===== config.mk =====
export PLATFORM = sky130hd
export DESIGN_NAME = reg_wr_arbiter
export DESIGN_NICKNAME = d
export VERILOG_FILES = /design/src/rtl/reg_wr_arb_pkg.sv /design/src/rtl/rr_pick.sv /design/src/rtl/reg_wr_arbiter.sv
export SDC_FILE = /design/constraint.sdc
export NUM_CORES = 1
export LEC_CHECK = 0
export ABC_AREA = 1
export CAP_MARGIN = 5
export CORE_MARGIN = 3
export CORE_UTILIZATION = 63
export CTS_CLUSTER_SIZE = 10
export DETAILED_ROUTE_END_ITERATION = 7
export DONT_BUFFER_PORTS = 1
export PLACE_DENSITY = 0.91
export SYNTH_ARGS = -nofsm -noshare
export SYNTH_HDL_FRONTEND = slang
export SYNTH_HIERARCHICAL = 1
export SYNTH_SLANG_ARGS = --single-unit

===== constraint.sdc =====
create_clock -name Clk -period 2.45 [get_ports Clk]
set_input_delay 0.3675 -clock Clk [delete_from_list [all_inputs] [get_ports Clk]]
set_output_delay 0.3675 -clock Clk [all_outputs]
set_load 0.1 [all_outputs]

===== src/rtl/reg_wr_arb_pkg.sv =====
// Shared definitions for the register-file write-port arbiter: default sizes,
// the per-requester write record and the round-robin pointer increment.
package reg_wr_arb_pkg;

  localparam int unsigned DefW    = 8;
  localparam int unsigned DefA    = 2;
  localparam int unsigned DefNreq = 3;

  // Widest supported data path and address; narrower builds zero-extend.
  localparam int unsigned MaxW = 8;
  localparam int unsigned MaxA = 2;

  typedef struct packed {
    logic [MaxA-1:0] addr;
    logic [MaxW-1:0] data;
  } wr_req_t;

  // Modulo-n increment used to move the round-robin pointer past a winner.
  function automatic int unsigned next_ptr(input int unsigned idx, input int unsigned n);
    return ((idx + 1) >= n) ? 0 : (idx + 1);
  endfunction

endpackage


===== src/rtl/rr_pick.sv =====
// Combinational rotate-search: first set request at or after ptr_i, wrapping
// modulo N. Shared by the arbiters of other single-port resources.
module rr_pick #(
  parameter int unsigned N  = 3,
  parameter int unsigned IW = 2
) (
  input  logic [N-1:0]  req_i,
  input  logic [IW-1:0] ptr_i,
  output logic [N-1:0]  gnt_o,
  output logic [IW-1:0] idx_o,
  output logic          any_o
);

  int unsigned j;

  // Walk the request vector starting at the pointer; first hit wins.
  always_comb begin
    j     = 0;
    gnt_o = '0;
    idx_o = '0;
    any_o = 1'b0;
    for (int unsigned k = 0; k < N; k++) begin
      j = 32'(ptr_i) + k;
      if (j >= N) j = j - N;
      if (!any_o && req_i[j]) begin
        any_o    = 1'b1;
        gnt_o[j] = 1'b1;
        idx_o    = IW'(j);
      end
    end
  end

endmodule


===== src/rtl/reg_wr_arbiter.sv =====
// Round-robin arbiter sharing the single register-file write port between NREQ
// writers. The winner is registered into one output stage (latency 1), which
// is also exported as the pending write for decode bypass / RAW stall.
// Optional build macro REG_WR_ARB_PRIO0_EN: requester 0 gets absolute priority
// and does not move the pointer; the others rotate among themselves.
module reg_wr_arbiter
  import reg_wr_arb_pkg::*;
#(
  parameter int unsigned W    = DefW,
  parameter int unsigned A    = DefA,
  parameter int unsigned NREQ = DefNreq,
  localparam int unsigned IW  = (NREQ > 1) ? $clog2(NREQ) : 1
) (
  input  logic              Clk,
  input  logic              Reset,
  input  logic [NREQ-1:0]   ReqValid,
  input  logic [NREQ*A-1:0] ReqAddr,
  input  logic [NREQ*W-1:0] ReqData,
  output logic [NREQ-1:0]   ReqReady,
  input  logic              Hold,
  output logic              WriteEn,
  output logic [A-1:0]      Waddr,
  output logic [W-1:0]      DataIn,
  output logic              PendValid,
  output logic [A-1:0]      PendAddr,
  output logic [W-1:0]      PendData,
  output logic [IW-1:0]     GrantIdx
);

  logic          we_q, we_d;
  logic [A-1:0]  addr_q, addr_d;
  logic [W-1:0]  data_q, data_d;
  logic [IW-1:0] gidx_q, gidx_d;
  logic [IW-1:0] ptr_q, ptr_d;

  wr_req_t       req_s [NREQ];
  wr_req_t       win_s;
  logic [NREQ-1:0] rr_req, rr_gnt, gnt;
  logic [IW-1:0] rr_idx, win_idx;
  logic          rr_any, win_any, prio_win;

  // Unpack the flat request buses into per-requester records.
  always_comb begin
    for (int unsigned i = 0; i < NREQ; i++) begin
      req_s[i].addr = MaxA'(ReqAddr[i*A +: A]);
      req_s[i].data = MaxW'(ReqData[i*W +: W]);
    end
  end

`ifdef REG_WR_ARB_PRIO0_EN
  // Requester 0 is served outside the rotation.
  always_comb begin
    rr_req    = ReqValid;
    rr_req[0] = 1'b0;
  end
`else
  assign rr_req = ReqValid;
`endif

  rr_pick #(
    .N  (NREQ),
    .IW (IW)
  ) u_rr_pick (
    .req_i (rr_req),
    .ptr_i (ptr_q),
    .gnt_o (rr_gnt),
    .idx_o (rr_idx),
    .any_o (rr_any)
  );

  // Grant decision; nothing is accepted under Hold or while in reset.
  always_comb begin
    gnt      = '0;
    win_idx  = '0;
    win_any  = 1'b0;
    prio_win = 1'b0;
    if (!Hold && !Reset) begin
`ifdef REG_WR_ARB_PRIO0_EN
      if (ReqValid[0]) begin
        gnt[0]   = 1'b1;
        win_any  = 1'b1;
        prio_win = 1'b1;
      end else begin
        gnt     = rr_gnt;
        win_idx = rr_idx;
        win_any = rr_any;
      end
`else
      gnt     = rr_gnt;
      win_idx = rr_idx;
      win_any = rr_any;
`endif
    end
  end

  assign ReqReady = gnt;
  assign win_s    = req_s[win_idx];

  // Next state of the output stage and the round-robin pointer.
  always_comb begin
    we_d   = win_any;
    addr_d = addr_q;
    data_d = data_q;
    gidx_d = gidx_q;
    ptr_d  = ptr_q;
    if (win_any) begin
      addr_d = win_s.addr[A-1:0];
      data_d = win_s.data[W-1:0];
      gidx_d = win_idx;
      if (!prio_win) ptr_d = IW'(next_ptr(32'(win_idx), NREQ));
    end
  end

  // Output stage and pointer; reset drops any write still in the stage.
  always_ff @(posedge Clk or posedge Reset) begin
    if (Reset) begin
      we_q   <= 1'b0;
      addr_q <= '0;
      data_q <= '0;
      gidx_q <= '0;
      ptr_q  <= '0;
    end else begin
      we_q   <= we_d;
      addr_q <= addr_d;
      data_q <= data_d;
      gidx_q <= gidx_d;
      ptr_q  <= ptr_d;
    end
  end

  assign WriteEn   = we_q;
  assign Waddr     = addr_q;
  assign DataIn    = data_q;
  assign PendValid = we_q;
  assign PendAddr  = addr_q;
  assign PendData  = data_q;
  assign GrantIdx  = gidx_q;

endmodule

[Yosys cells after proc, flatten, opt, wreduce, memory -nomap -nowiden]
Index checks and enable logic that the tools add are counted.
Storage, ports and cells
  bits in registers: 15
  input port bits: 36
  output and inout bits: 27
  logic and storage cells: 66
Cells by class
  add/sub/neg operators: 6
  order comparisons: 11
  muxes and demuxes: 31
  bitwise logic cells: 3
  reduce and logical (&&, ||, !) cells: 10
Operators with widths (number)
  $ge 32x1->1 const B: 3
  $lt 32x3->1 const B: 3
  $mux 32: 3
  $ge 32x2->1 const B: 2
  $sub 32x2->32 const B: 2
  $bmux 10 s2: 1
  $mux 10: 2
  $mux 3: 4
  $mux 1: 10
  $mux 2: 5
  $add 2x1->3 const B: 2
  $bmux 1 s2: 3
  $demux 1 s2: 3
  $logic_and 1x1->1: 6
  $or 3x3->3: 2
  $logic_not 1->1: 4
  $add 2x2->3 const B: 1
  $ge 3x2->1 const B: 1
  $ge 3x3->1 const B: 1
  $not 2->3: 1
  $sub 2x2->3 const B: 1
  $ge 2x2->1 const B: 1

[Longest topological paths before layout]
Gate-level depths: netlist of the first run.
  depth in word-level cells: 16
  mapped depth: 18
  mapped depth without buffers: 18

[Hierarchy]
Netlist of the first run, hierarchy kept.
Modules (own cells, without submodules)
  reg_wr_arbiter: times used 1, cells each 147, area an instance 1013.5 um^2, sequential area each 375.4 um^2
  rr_pick: times used 1, cells each 61, area an instance 320.3 um^2, sequential area each 0.0 um^2

[Worst setup path before layout of the first run]
OpenSTA, ideal clock, no wires.
  kind: register to output
  start point: register ptr_q[0]
  end point: output port ReqReady[1]
  data arrival time: 2.612 ns
  required time: 2.082 ns
  slack: -0.529 ns
  stages on the path, launching flop included: 9
  path buffers: 0
  cell sequence: dfrtp_1 inv_1 ha_1 inv_2 o31ai_4 nand3_1 nand2_1 inv_1 nor2_1
On the way
  longest elaborated chain between the ends: 12
  elaborated cells on any way between the ends: 44
  classes of those cells: 5 x add/sub; 9 x order compare; 21 x mux; 2 x bitwise; 7 x reduce/logical
RTL lines
  start: declaration: RTL line reg_wr_arbiter.sv:34  | logic [IW-1:0] ptr_q, ptr_d;
  start signal: assignment: RTL line reg_wr_arbiter.sv:127  | ptr_q <= ptr_d;
  $add 2x1->3 (tied with other cells): RTL line rr_pick.sv:23  | j = 32'(ptr_i) + k;
  $sub 32x2->32 (tied with other cells): RTL line rr_pick.sv:24  | if (j >= N) j = j - N;
  $mux 32 (tied with other cells): RTL line rr_pick.sv:24
  $ge 32x1->1 (implied by the code) (tied with other cells): RTL line rr_pick.sv:27  | gnt_o[j] = 1'b1;
  $logic_and 1x1->1 (implied by the code) (tied with other cells): RTL line rr_pick.sv:27
  $mux 1 (implied by the code) (tied with other cells): RTL line rr_pick.sv:27
  $demux 1 s2 (tied with other cells)
  $or 3x3->3 (no line) or $mux 1 (tied branches)
  $mux 3 or $logic_not 1->1 (tied branches): RTL line rr_pick.sv:25  | if (!any_o && req_i[j]) begin
  $or 3x3->3 (no line) or $logic_and 1x1->1 (tied branches)
  $mux 3 (*): RTL line rr_pick.sv:25
  net rr_gnt[1]: RTL line reg_wr_arbiter.sv:38  | logic [NREQ-1:0] rr_req, rr_gnt, gnt;
  $mux 3 (*): RTL line reg_wr_arbiter.sv:77  | if (!Hold && !Reset) begin
  end: declaration: RTL line reg_wr_arbiter.sv:19  | output logic [NREQ-1:0] ReqReady,
Mark *: on every way through the listed nets, which the timed path passes. The rest lies on a longest branch. The select of a mux whose other input is x is not followed.

[Worst setup path in the final report of the first run]
Same ends and word-level chain as after synthesis.

==> results of run 1 <==
[cells in the mapped netlist, types with 2 or more instances]
master	number	area [um2]
sky130_fd_sc_hd__nand3_1	21	105
sky130_fd_sc_hd__or2_1	8	50.1
sky130_fd_sc_hd__clkbuf_1	2	7.51
sky130_fd_sc_hd__inv_1	35	131
sky130_fd_sc_hd__buf_6	2	22.5
sky130_fd_sc_hd__buf_4	11	82.6
sky130_fd_sc_hd__nand4_1	10	62.6
sky130_fd_sc_hd__nor2_1	24	90.1
sky130_fd_sc_hd__ha_1	4	50.1
sky130_fd_sc_hd__nand2_4	2	22.5
sky130_fd_sc_hd__inv_2	7	26.3
sky130_fd_sc_hd__nand2_1	52	195
sky130_fd_sc_hd__or2_2	3	18.8
sky130_fd_sc_hd__o21ai_1	2	10.0
sky130_fd_sc_hd__buf_2	2	10.0
sky130_fd_sc_hd__dfrtp_1	15	375
[worst max-delay path, stage by stage (launching register included)]
cell	delay, ps
sky130_fd_sc_hd__dfrtp_1	420
sky130_fd_sc_hd__buf_4	160
sky130_fd_sc_hd__ha_2	230
sky130_fd_sc_hd__o21ai_4	160
sky130_fd_sc_hd__nand2_4	100
sky130_fd_sc_hd__inv_2	90
sky130_fd_sc_hd__nand2_1	90
sky130_fd_sc_hd__nand2_2	80
sky130_fd_sc_hd__inv_2	30
sky130_fd_sc_hd__nand2_1	70
sky130_fd_sc_hd__inv_2	40
sky130_fd_sc_hd__nor2_4	100
sky130_fd_sc_hd__buf_12	180
[registers in the layout (all words and copies together), names as in the netlist]
signal and cells:
PendAddr 2, ptr_q 2, PendValid 1, GrantIdx 2, DataIn 8
[kinds of logic (layout without fill, tap and decap cells)]
kind of cell,count (synthesis),in the layout,share of synthesized area
and+or+nand+nor,123,123,0.429
buffers and inverters,60,58,0.213
AOI/OAI and AO/OA,6,6,0.0394
DFF,15,15,0.281
adders and majority gates,4,4,0.0375
[final timing paths]
kind                       slack (ps)          end
setup / recovery                   10  ReqReady[1]
hold / removal                     10     ptr_q[0]
setup reg to reg                  120    DataIn[2]
hold reg to reg                   570     ptr_q[0]
max in group asynchronous        2000    DataIn[1]
min in group Clk                  280    DataIn[5]
[routing by layer]
layer / routed length (um) / vias to the layer above / track usage
met2: 1950 / 111 / 0.498
met1: 1280 / 595 / 0.279
met3: 562 / 17 / 0.0974
li1: - / 616 / -
met4: 138 / 0 / 0.157
met5: 0 / - / 0
[final cells by class]
| class | instances | area [um2] |
|---|---|---|
| Tap cell | 27 | 33.8 |
| Timing Repair Buffer | 11 | 145 |
| Clock inverter | 1 | 5.00 |
| Inverter | 43 | 169 |
| Sequential cell | 15 | 390 |
| Clock buffer | 3 | 22.5 |
| Multi-Input combinational cell | 133 | 778 |
| Fill cell | 142 | 438 |
[what timing repair did]
item | 4_1_cts | 5_1_grt
pin swaps | 1 | 11
resized for setup | 7 | 19
hold buffers | 0 | 0
endpoints found under the setup margin | 14 | 13
buffers inserted | 1 | 1
[per-stage QoR]
stage	TNS [ps]	hold WS [ps]	utilization	instance area, um2	cells
after CTS	0	37.0	0.742	1470	232
after detailed placement	-997	364	0.712	1410	227
final	0	14.8	0.779	1540	233
after global routing	-168	39.7	0.779	1540	233
after floorplan	0	269	-	1360	208
after global placement	0	344	0.712	1410	227
==> metrics.txt, run 1 <==
number of synthesized flops with an enable pin=0; placement row count=16; clk sink count=15; Ant. Diodes=0; Critical Path Fanout Max=6; count of max-cap constraint violations=0; commonest non-fill, non-tap cell in the layout=sky130_fd_sc_hd__nand2_1; vias in the first global route=1309; highest attainable clock frequency=approximately 400 MHz; Clock H-tree levels=1; register area share after synthesis=0.281; wire length of the first global-routing pass=5.61 mm; launch instance of the worst register-to-register path=ptr_q[0]; GRT Residual Overflow=0; fraction of final layout cells with drive strength greater than 1=0.316; max-slew violation total from the final report=0; CTS max path bufs=2; latest clock arrival within the worst-skew pair=approximately 300 ps; clk root buf=sky130_fd_sc_hd__clkbuf_4; Netlist cell types=24; run status=complete, no violations; area growth from synthesis to layout=15.8%; critical path launch point=ptr_q[0]; nets=247; Period Utilization, post-route=0.995; die width=approximately 52 um; most frequent cells in the layout=48 x sky130_fd_sc_hd__nand2_1, 31 x sky130_fd_sc_hd__inv_1, 21 x sky130_fd_sc_hd__nor2_1; predominant post-synthesis flop cell=sky130_fd_sc_hd__dfrtp_1; Port-buffer cells=0; Final Hold Vio Count=0; number of antenna violations at the first check in global routing=0; per-cell routed wire length=~17 um; number of vias in the routed layout=around 1.3k; Detailed Routing Iterations Pass 1=4; placer congestion estimate=approximately 0.94; Layout Skew=1.82 ps; kind of launch point of the worst setup path=flip-flop; sum of routed wire length over all layers=3.92 mm; Final Worst Setup Slack=~13 ps; worst slack at placement=-111 ps; synthesized area per cell=6.41 um2; asr flop ratio synth=1.00; clock tree from TritonCTS=done; TritonCTS buffer count=3; slew at the pin closest to its max-slew limit=958 ps; count of mapped cells out of synthesis=between 200 and 250; final critical delay including setup and external delays=2440 ps; flops & latches, synth=15; Clock transition at path regs=roughly 100 ps; vias per inst=5.75; number of warnings reported in the yosys synthesis log=6; die footprint=2710 um2; DRC viols=0; worst min path class=input port to asynchronous set/reset pin; GRT Overall Usage=0.280; Synth Net Count=248; DRC violation total after the first TritonRoute iteration=79; crit path capture type=primary output; Setup Viol. Count Final=0; DIE HEIGHT=52.0 um; placeable core region=1980 um2; Initial Utilization=0.673; number of I/O pins=63; maximum number of pins on one net before global-route repair=17; Reg2Reg Depth=13; setup repair after global routing missed its margin=true; data required time at the worst endpoint=2080 ps; Cell Area, Synth=1330 um2; sum of net half-perimeters after detailed placement=between 2 and 3 mm; category of the most critical setup path=flip-flop to primary output; Slew Limit Headroom=0.361; arrival time of the worst setup path=2070 ps; ANT nets after route=0
Power of run 1 is left out: the tool's default activity adds up to more than one toggle a clock period on the data nets, which glitch-free logic cannot reach.
==> inputs of run 2 (changes only) <==
--- a/config.mk
+++ b/config.mk
@@ -8,11 +8,11 @@
 export ABC_AREA = 1
 export CAP_MARGIN = 5
 export CORE_MARGIN = 3
-export CORE_UTILIZATION = 63
+export CORE_UTILIZATION = 65
 export CTS_CLUSTER_SIZE = 10
 export DETAILED_ROUTE_END_ITERATION = 7
 export DONT_BUFFER_PORTS = 1
-export PLACE_DENSITY = 0.91
+export PLACE_DENSITY = 0.93
 export SYNTH_ARGS = -nofsm -noshare
 export SYNTH_HDL_FRONTEND = slang
 export SYNTH_HIERARCHICAL = 1
==> constraint.sdc (replaced) <==
create_clock -name Clk -period 3.1 [get_ports Clk]
set_input_delay 0.465 -clock Clk [delete_from_list [all_inputs] [get_ports Clk]]
set_output_delay 0.465 -clock Clk [all_outputs]
set_load 0.1 [all_outputs]
==> run 2 against run 1 <==
Via count fell by 6.6%. Flip-flop and latch count did not move. Critical endpoint is now ReqReady[2]. Highest routed layer unchanged. Global-route usage fell by 4.0 points.
==> metrics.txt, run 2 (synthesis results as in run 1) <==
run status=complete, no violations; vias per inst=5.58 (-2.8%); clk root buf=sky130_fd_sc_hd__clkbuf_4; die footprint=2630 um2 (-2.7%); multi-input logic area=682 um2 (-12%); commonest non-fill, non-tap cell in the layout=sky130_fd_sc_hd__nand2_1; hold-fix buffer count after cts=0 (unchanged); sum of negative setup slack=0 ps (unchanged); maximum number of pins on one net before global-route repair=17 (unchanged); Port-buffer cells=0 (unchanged); latest clock arrival within the worst-skew pair=280 ps (-20 ps); TritonCTS buffer count=3 (unchanged); number of I/O pins=63 (unchanged); Layout Skew=5.99 ps (+4.17 ps); area taken by flip-flops and latches=389 um2 (-0.32%); data required time at the worst endpoint=2630 ps (+550 ps); Ant. Diodes=0 (unchanged); fraction of final layout cells with drive strength greater than 1=0.196 (-0.120); CTS max path bufs=2 (unchanged); setup repair after global routing missed its margin=false; Clock transition at path regs=90 ps (about the same); max reg flops=8 (unchanged); post-cts gate resize count=0 (-7); DRC violation total after the first TritonRoute iteration=56 (-29%); number of inserted filler cells in the final layout=156 (+9.9%); final critical delay including setup and external delays=2760 ps; cell family contributing the most delay on the critical path=buffers and inverters; placement row count=15 (-1); Detailed Routing Iterations Pass 1=4 (unchanged); area growth from synthesis to layout=-0.938%; cell area after layout=1320 um2 (-14%); per-cell routed wire length=13.8 um (-18%); ANT nets after route=0 (unchanged); worst min path class=input port to asynchronous set/reset pin; kind of launch point of the worst setup path=flip-flop; cell with the biggest individual delay on the critical path=sky130_fd_sc_hd__dfrtp_1; standard cell area after detailed placement=1290 um2 (-8.3%); wire length of the first global-routing pass=4.89 mm (-13%); slew at the pin closest to its max-slew limit=961 ps (+3.03 ps); GRT Residual Overflow=0 (unchanged); category of the most critical setup path=flip-flop to primary output; Setup Viol. Count Final=0 (unchanged); Slew Limit Headroom=0.359 (-0.00202); sum of net half-perimeters after detailed placement=2.37 mm (-10%); Clock H-tree levels=1 (unchanged); cell count after placement=220 (-3.1%); nets=240 (-2.8%); DRC viols=0 (unchanged); placeable core region=1840 um2 (-7.2%); final standard cell count with taps included and fillers excluded=224 (-3.9%); vias in the first global route=1180 (-9.9%); most frequent cells in the layout=52 x sky130_fd_sc_hd__nand2_1, 35 x sky130_fd_sc_hd__inv_1, 21 x sky130_fd_sc_hd__nor2_1, 21 x sky130_fd_sc_hd__nand3_1, 11 x sky130_fd_sc_hd__dfrtp_2; GRT Overall Usage=0.240 (-0.0403); Initial Utilization=0.725 (+0.0522); die width=51.3 um (-1.4%); number of antenna violations at the first check in global routing=0 (unchanged); fin util=0.718 (-0.0607); crit path capture type=primary output; crit-path max cell delay=420 ps (about the same); Post-CTS Setup Repair Bufs=0 (-1); clock tree from TritonCTS=done; highest attainable clock frequency=362 MHz; ordered cell list for the critical path=inv_1 > ha_1 > inv_2 > nand2_1 > nand3_1 > nand2_1 > nand2_1 > inv_2 > nand3_1 > nand2_1 > inv_1 > nor2_2 > buf_4; number of vias in the routed layout=1251 (-6.6%); max-slew violation total from the final report=0 (unchanged); Critical Path Fanout Max=7 (+1); clk sink count=15 (unchanged); count of max-cap constraint violations=0 (unchanged); arrival time of the worst setup path=2300 ps (+230 ps); Final Hold Vio Count=0 (unchanged); sum of routed wire length over all layers=3.09 mm (-21%); DIE HEIGHT=51.3 um (-1.4%); sum of buffers and inverters on the critical path=5 (unchanged); placer congestion estimate=0.854 (-9.4%); most frequent CP cell=sky130_fd_sc_hd__nand2_1; Period Utilization, post-route=0.891
run 2: worst register-to-register path: cells and delay by family (launching register included):
family / cells / cell delay (ps)
fa+ha+maj: 1 / 410
buf+inv: 5 / 360
flops: 1 / 420
simple gates: 11 / 1390
run 2: path summary, 6_finish.rpt:
check / from / end / slack, ps / cells after the start
setup / recovery: ptr_q[0] / ReqReady[2] / 340 / 13
min in group Clk: ReqData[2] / DataIn[2] / 400 / 4
max in group asynchronous: Reset / DataIn[0] / 2560 / 1
setup reg to reg: ptr_q[0] / DataIn[5] / 430 / 17
hold / removal: Reset / DataIn[4] / 120 / 1
hold reg to reg: ptr_q[0] / ptr_q[0] / 570 / 2
run 2: per-layer routing:
metal  global-route usage  vias up  share of wire
met5                    0        -              0
met4               0.0568        0          0.010
met3               0.0729        6           0.11
met2                0.431       85           0.50
met1                0.275      555           0.39
li1                     -      605              -
run 2: cell type report:
class                           instances  area share
Multi-Input combinational cell        133       0.516
Sequential cell                        15       0.295
Inverter                               43       0.122
Tap cell                               25      0.0237
Timing Repair Buffer                    4      0.0227
Clock buffer                            3      0.0170
Clock inverter                          1     0.00379
run 2: stage by stage:
| step | worst slack, ps | hold slack (ps) |
|---|---|---|
| 3_3_place_gp | 729 | 429 |
| 6_report | 338 | 123 |
| 2_1_floorplan | 23.2 | 366 |
| 4_1_cts | 356 | 130 |
| 5_1_grt | 142 | 140 |
| 3_5_place_dp | 572 | 452 |
Power of run 2 is left out for the same reason.
==> inputs of run 3 (changes only) <==
--- a/config.mk
+++ b/config.mk
@@ -7,8 +7,9 @@
 export LEC_CHECK = 0
 export ABC_AREA = 1
 export CAP_MARGIN = 5
-export CORE_MARGIN = 3
+export CORE_MARGIN = 1
 export CORE_UTILIZATION = 65
+export CTS_BUF_LIST = sky130_fd_sc_hd__clkbuf_4
 export CTS_CLUSTER_SIZE = 10
 export DETAILED_ROUTE_END_ITERATION = 7
 export DONT_BUFFER_PORTS = 1
==> run 3 against run 2 <==
Final cell count grew 0.89%. First-iteration DRC count is the same. Setup slack lost 20 ps. Cell area grew 0.19%. Clock skew grew 2.1 ps.
==> metrics.txt, run 3 (synthesis results as in run 1) <==
DRC violation total after the first TritonRoute iteration=56 (unchanged); post-cts gate resize count=0 (unchanged); Critical Path Fanout Max=7 (unchanged); setup slack of the worst register-to-register path=420 ps (about the same); slew at the pin closest to its max-slew limit=951 ps (-9.92 ps); arrival time of the worst setup path=2320 ps (+20 ps); sum of routed wire length over all layers=2.95 mm (-4.4%); Post-CTS Setup Repair Bufs=0 (unchanged); cell area after layout=1320 um2 (+0.19%); nets=240 (unchanged); worst min path class=input port to asynchronous set/reset pin; max reg flops=8 (unchanged); placement row count=16 (+1); per-cell routed wire length=13.0 um (-5.3%); fraction of final layout cells with drive strength greater than 1=0.196 (unchanged); DIE HEIGHT=47.3 um (-7.8%); sum of net half-perimeters after detailed placement=2.23 mm (-5.7%); die width=47.3 um (-7.8%); TritonCTS buffer count=3 (unchanged); vias in the first global route=966 (-18%); placer congestion estimate=0.859 (+0.61%); number of inserted filler cells in the final layout=164 (+5.1%); DRC viols=0 (unchanged); Final Hold Vio Count=0 (unchanged); final critical delay including setup and external delays=2780 ps (+19.5 ps); data required time at the worst endpoint=2630 ps (about the same); fin util=0.682 (-0.0367); Slew Limit Headroom=0.366 (+0.00662); sum of negative setup slack=0 ps (unchanged); Layout Skew=8.08 ps (+2.09 ps); Period Utilization, post-route=0.897 (+0.00629); vias per inst=5.56 (-0.49%); crit path capture type=primary output; die footprint=2240 um2 (-15%); number of antenna violations at the first check in global routing=0 (unchanged); maximum number of pins on one net before global-route repair=17 (unchanged); area growth from synthesis to layout=-0.750%; Port-buffer cells=0 (unchanged); run status=complete, no violations; clock tree from TritonCTS=done; count of max-cap constraint violations=0 (unchanged); ANT nets after route=0 (unchanged); number of I/O pins=63 (unchanged); Initial Utilization=0.687 (-0.0383); wire length of the first global-routing pass=4.10 mm (-16%); number of vias in the routed layout=1256 (+0.40%); category of the most critical setup path=flip-flop to primary output; hold-fix buffer count after cts=0 (unchanged); latest clock arrival within the worst-skew pair=300 ps (+20 ps); setup repair after global routing missed its margin=false; kind of launch point of the worst setup path=flip-flop; most frequent cells in the layout=52 x sky130_fd_sc_hd__nand2_1, 35 x sky130_fd_sc_hd__inv_1, 21 x sky130_fd_sc_hd__nor2_1, 21 x sky130_fd_sc_hd__nand3_1, 11 x sky130_fd_sc_hd__dfrtp_2; CTS max path bufs=2 (unchanged); standard cell area after detailed placement=1300 um2 (+0.19%); highest attainable clock frequency=359 MHz (-0.70%); max-slew violation total from the final report=0 (unchanged); Ant. Diodes=0 (unchanged); placeable core region=1940 um2 (+5.6%); GRT Residual Overflow=0 (unchanged); GRT Overall Usage=0.264 (+0.0248); clk sink count=15 (unchanged); Clock H-tree levels=1 (unchanged); clk root buf=sky130_fd_sc_hd__clkbuf_4; Detailed Routing Iterations Pass 1=4 (unchanged); Clock transition at path regs=110 ps (+20 ps); commonest non-fill, non-tap cell in the layout=sky130_fd_sc_hd__nand2_1; Setup Viol. Count Final=0 (unchanged)
## run 3: cell counts in the layout (fill, tap and decap cells not counted)
Identical to the previous run, type by type.
## run 3: path summary, 6_finish.rpt
check	startpoint	endpoint	cells after the start
max	ptr_q[0]	ReqReady[1]	13
min	Reset	ptr_q[1]	1
max reg2reg	ptr_q[0]	DataIn[7]	16
min reg2reg	ptr_q[0]	ptr_q[0]	2
max in group asynchronous	Reset	PendAddr[0]	1
min in group Clk	ReqData[3]	DataIn[3]	4
## run 3: routing by layer
layer  track usage  up-vias  routed length [um]
met2         0.447       78                1470
met1         0.309      568                1190
li1              -      602                   -
met5             0        -                   0
met3        0.0731        8                 243
met4         0.120        0                  44
## run 3: worst max-delay path, stage by stage (launching register included)
cell	delay (ps)
sky130_fd_sc_hd__dfrtp_1	410
sky130_fd_sc_hd__inv_1	100
sky130_fd_sc_hd__ha_1	420
sky130_fd_sc_hd__inv_2	110
sky130_fd_sc_hd__nand2_1	80
sky130_fd_sc_hd__nand3_1	100
sky130_fd_sc_hd__nand2_2	110
sky130_fd_sc_hd__nand3_1	90
sky130_fd_sc_hd__nand2_1	90
sky130_fd_sc_hd__inv_2	40
sky130_fd_sc_hd__nand2_1	50
sky130_fd_sc_hd__inv_1	50
sky130_fd_sc_hd__nor2_2	90
sky130_fd_sc_hd__buf_4	290
## run 3: final cells by class
| cell class | instances | area [um2] | share of cell area |
|---|---|---|---|
| multi-input combinational | 133 | 682 | 0.515 |
| sequential | 15 | 389 | 0.294 |
| inverter | 43 | 161 | 0.122 |
| tap | 27 | 33.8 | 0.0255 |
| timing repair buffer | 4 | 30.0 | 0.0227 |
| clock buffer | 3 | 22.5 | 0.0170 |
| clock inverter | 1 | 5.00 | 0.00378 |
## run 3: metrics by stage
stage               std cells  worst slack, ps  hold slack [ps]
floorplan                 208             23.2              366
global placement          222              709              443
detailed placement        222              517              459
CTS                       226              363              122
global route              226              180              153
finish                    226              318              108
Power of run 3 is left out for the same reason.
